`config.mk`:
```
export PLATFORM = sky130hd
export DESIGN_NAME = phase_generator
export DESIGN_NICKNAME = d
export VERILOG_FILES = /design/src/rtl/phase_generator.sv
export SDC_FILE = /design/constraint.sdc
export NUM_CORES = 1
export LEC_CHECK = 0
export BUFFER_PORTS_ARGS = -buffer_cell sky130_fd_sc_hd__buf_2
export CORE_AREA = 2 2 39 41
export CTS_BUF_LIST = sky130_fd_sc_hd__clkbuf_16
export DETAILED_ROUTE_END_ITERATION = 10
export DIE_AREA = 0 0 41 43
export GPL_ROUTABILITY_DRIVEN = 0
export PLACE_DENSITY = 0.4
export SLEW_MARGIN = 20
export SYNTH_ARGS = -nofsm -noshare
export SYNTH_HDL_FRONTEND = slang
export SYNTH_SLANG_ARGS = --single-unit
```
`constraint.sdc`:
```
create_clock -name clk -period 1.1 [get_ports clk]
set_input_delay 0.055 -clock clk [delete_from_list [all_inputs] [get_ports clk]]
set_output_delay 0.055 -clock clk [all_outputs]
set_load 0.05 [all_outputs]
```
`src/rtl/phase_generator.sv`:
```
`default_nettype none
// ============================================================================
// Module      : phase_generator
// Description : NCO phase accumulator for the CDR. It emits an 8-bit sampling
//               phase code that advances by FCW every clock and wraps mod 256.
// Revision    : 1.0 - initial release
// ============================================================================
module phase_generator #(
    parameter int          ACC_WIDTH    = 16,
    parameter logic [31:0] FCW          = 32'h0000_0100,
    parameter logic [7:0]  PHASE_OFFSET = 8'h00,
    parameter bit          ROUND        = 1'b0
) (
    input  logic       clk,
    input  logic       rst,
    output logic [7:0] phase
);

    localparam logic [63:0]          c_fcw_ext = 64'(FCW);
    localparam logic [ACC_WIDTH-1:0] c_fcw     = ACC_WIDTH'(FCW);
    localparam logic [ACC_WIDTH-1:0] c_rst_val = ACC_WIDTH'(PHASE_OFFSET) << (ACC_WIDTH - 8);

    if ((ACC_WIDTH < 8) || (ACC_WIDTH > 32)) begin : g_bad_width
        $error("phase_generator: ACC_WIDTH=%0d outside legal range 8..32", ACC_WIDTH);
    end

    if ((c_fcw_ext >> ACC_WIDTH) != 64'd0) begin : g_bad_fcw
        $error("phase_generator: FCW=0x%0h does not fit in ACC_WIDTH=%0d bits", FCW, ACC_WIDTH);
    end

    logic [ACC_WIDTH-1:0] acc_q;
    logic [ACC_WIDTH-1:0] acc_d;

    // Carry out of the top bit is dropped, giving the modulo-2^ACC_WIDTH wrap.
    always_comb begin
        acc_d = acc_q + c_fcw;
    end

    always_ff @(posedge clk) begin
        if (rst) begin
            acc_q <= c_rst_val;
        end else begin
            acc_q <= acc_d;
        end
    end

    if (ROUND && (ACC_WIDTH > 8)) begin : g_round
        // Half-up rounding on the first bit below the output slice; 255.5 wraps to 0.
        assign phase = acc_q[ACC_WIDTH-1 -: 8] + {7'b000_0000, acc_q[ACC_WIDTH-9]};
    end else begin : g_trunc
        assign phase = acc_q[ACC_WIDTH-1 -: 8];
    end

    // Fractional bits feed only the carry chain (and, when rounding, one bit of the output).
    logic w_unused_frac;
    assign w_unused_frac = ^acc_q;

endmodule
`default_nettype wire

```
==> impl_metrics.json <==
{
  "outcome": "finished clean",
  "nets": 49,
  "crit_path_top_delay_cell": "or3_1",
  "arrival_ps": 1220,
  "clock.fmax_mhz": 938,
  "final_max_slew_viol_count": 0,
  "fin_crit_sh": 0.969,
  "h-tree-depth": 1,
  "post-route-util": 0.350,
  "core_area_mm2": 0.00138,
  "slowest_delay_ps": 370,
  "setup_viol": 0,
  "ys_seq_elements": 8,
  "overflow": 0,
  "grt_max_degree": 9,
  "syn_nets": 36,
  "routed_wl_um": 633,
  "clockBufferDepth": 2,
  "initial_core_util": 0.222,
  "synth_top_area_frac": 0.522,
  "viasPerCell": 4.43,
  "power_density_mw_per_mm2": 2040,
  "fillers": 151,
  "top_regs": "acc_q (8)",
  "synth.distinct_cells": 14,
  "hold_class": "in2reg",
  "crit_fanout": 5,
  "die_area_mm2": 0.00176,
  "cts_root_buf": "clkbuf_16",
  "critPathLaunchType": "flip-flop",
  "largest_reg_flops": 8,
  "clk_pin_slew_ps": 40,
  "yosysTopAreaCell": "dfxtp_1",
  "rows": 14,
  "drc": 0,
  "tightest_slew_ps": 230,
  "placedCellCount": 57,
  "detail-route-antenna-nets": 0,
  "largest_register": "acc_q",
  "area_growth_pct": 58.0,
  "timing.slew.headroom": 0.845,
  "seq_area_um2": 181,
  "dpl.hpwl_um": 479,
  "postSynthCellCount": 33,
  "fp.dieH_um": 43,
  "via_count": 270,
  "finalCriticalPeriod_ps": 1070,
  "max-vdd-ir-drop_v": 0.000653,
  "cp_cell_sequence": "nand3_2 > or3_1 > a21oi_1",
  "wire_per_inst_um": 10.4,
  "hold_buffers": 0,
  "avgSynthCellArea_um2": 9.29,
  "place_area_um2": 402,
  "synth.area.top_cells": "dfxtp_1 (52%), or3_1 (6.1%), xor2_1 (5.7%)",
  "cp-end-kind": "flip-flop",
  "cts.sinks": 8,
  "cts_made_buffers": 3,
  "synth_seq_area_share": 0.522,
  "io_pins": 10,
  "first_pass_iters": 4,
  "final_common_cell": "buf_2",
  "die_w_um": 41,
  "final_area_um2": 484,
  "clk_latency_ps": 230,
  "io_buffer_count": 9,
  "first_iter_violations": 8,
  "power.leakage_nw": 0.192,
  "rsz0062_at_grt": "yes",
  "grt_pass1_vias": 271,
  "fin_skew_ps": 4.53,
  "syn-cell-area_um2": 307,
  "hold_violations": 0,
  "multi_input_area_um2": 159,
  "antenna_cells": 0,
  "globalRouteTotalUtil": 0.104,
  "ys.warnings.count": 0,
  "path_class": "reg2reg",
  "cts_tree": "built",
  "antenna_found_initial": 0,
  "layout.cells.non_filler": 61,
  "grt_pass1_wl_mm": 1.14,
  "final_cell_mix": "buf_2 (9), dfxtp_4 (5), nor2_1 (4)",
  "critical_path_required_ps": 1250,
  "maxCapViolCount": 0,
  "drive_above_1_share": 0.489
}
[worst max-delay path, delay by kind of cell (launching register included)]
kind             cells  cell delay (ps)
AND/OR/NAND/NOR      2              490
flip-flops           1              360
AO/OA/AOI/OAI        1              140
[metrics by stage]
stage          setup WS, ps  hold WS (ps)  setup TNS [ps]  total power [W]
5_1_grt               -37.9           104           -95.5          0.00104
4_1_cts                18.7          88.3               0          0.00101
2_1_floorplan         -36.3           321           -76.6         0.000365
3_5_place_dp           35.4           331               0         0.000381
3_3_place_gp           38.9           320               0         0.000379
6_report               33.8          81.0               0         0.000989
[final cells by class]
class / instances / area share
clock buffers: 3 / 0.155
clock inverters: 1 / 0.00775
multi-input cells: 24 / 0.328
flip-flops and latches: 8 / 0.375
well taps: 16 / 0.0413
repair buffers: 9 / 0.0930
[cells in the mapped netlist]
cell type / instances
a21oi_1: 3
clkbuf_1: 1
dfxtp_1: 8
ha_1: 1
nand2_1: 2
nand3_1: 2
nand3_2: 1
nand4_1: 1
nor2_1: 4
nor2b_1: 1
o21ai_0: 3
or3_1: 3
xnor2_1: 1
xor2_1: 2
[per-layer routing]
layer / vias up / share of wire / track usage
met5: - / 0 / 0
met4: 0 / 0.014 / 0.100
met3: 2 / 0.062 / 0.0628
met2: 8 / 0.49 / 0.125
met1: 123 / 0.43 / 0.119
li1: 137 / - / -
[cells by family (layout without fill, tap and decap cells)]
logic type	after synthesis	in the layout	synth area share
compound gates	6	6	0.0979
xor+xnor	3	3	0.0857
fa+ha+maj	1	1	0.0408
buf+inv	1	13	0.0122
flops	8	8	0.522
simple gates	14	14	0.241
[where the power goes]
| group | switching, W | internal, W | leakage [nW] | total, W |
|---|---|---|---|---|
| registers | 0.0000128 | 0.000296 | 0.0696 | 0.000309 |
| logic | 0.0000467 | 0.0000193 | 0.0804 | 0.0000660 |
| clock network | 0.000141 | 0.000473 | 0.0423 | 0.000614 |
| total | 0.000201 | 0.000788 | 0.192 | 0.000989 |
[path summary, 6_finish.rpt]
check	from	end	slack, ps	cells after the start
worst max-delay path	acc_q[10]	acc_q[13]	30	3
worst min-delay path	rst	acc_q[14]	80	2
worst max register to register	acc_q[10]	acc_q[13]	30	3
worst min register to register	acc_q[8]	acc_q[8]	440	1
[repair_timing]
action,4_1_cts,5_1_grt
setup buffers,0,0
setup endpoints to repair,0,3
gates resized for setup,0,1
No activity file was read; power rests on OpenSTA's default activity.
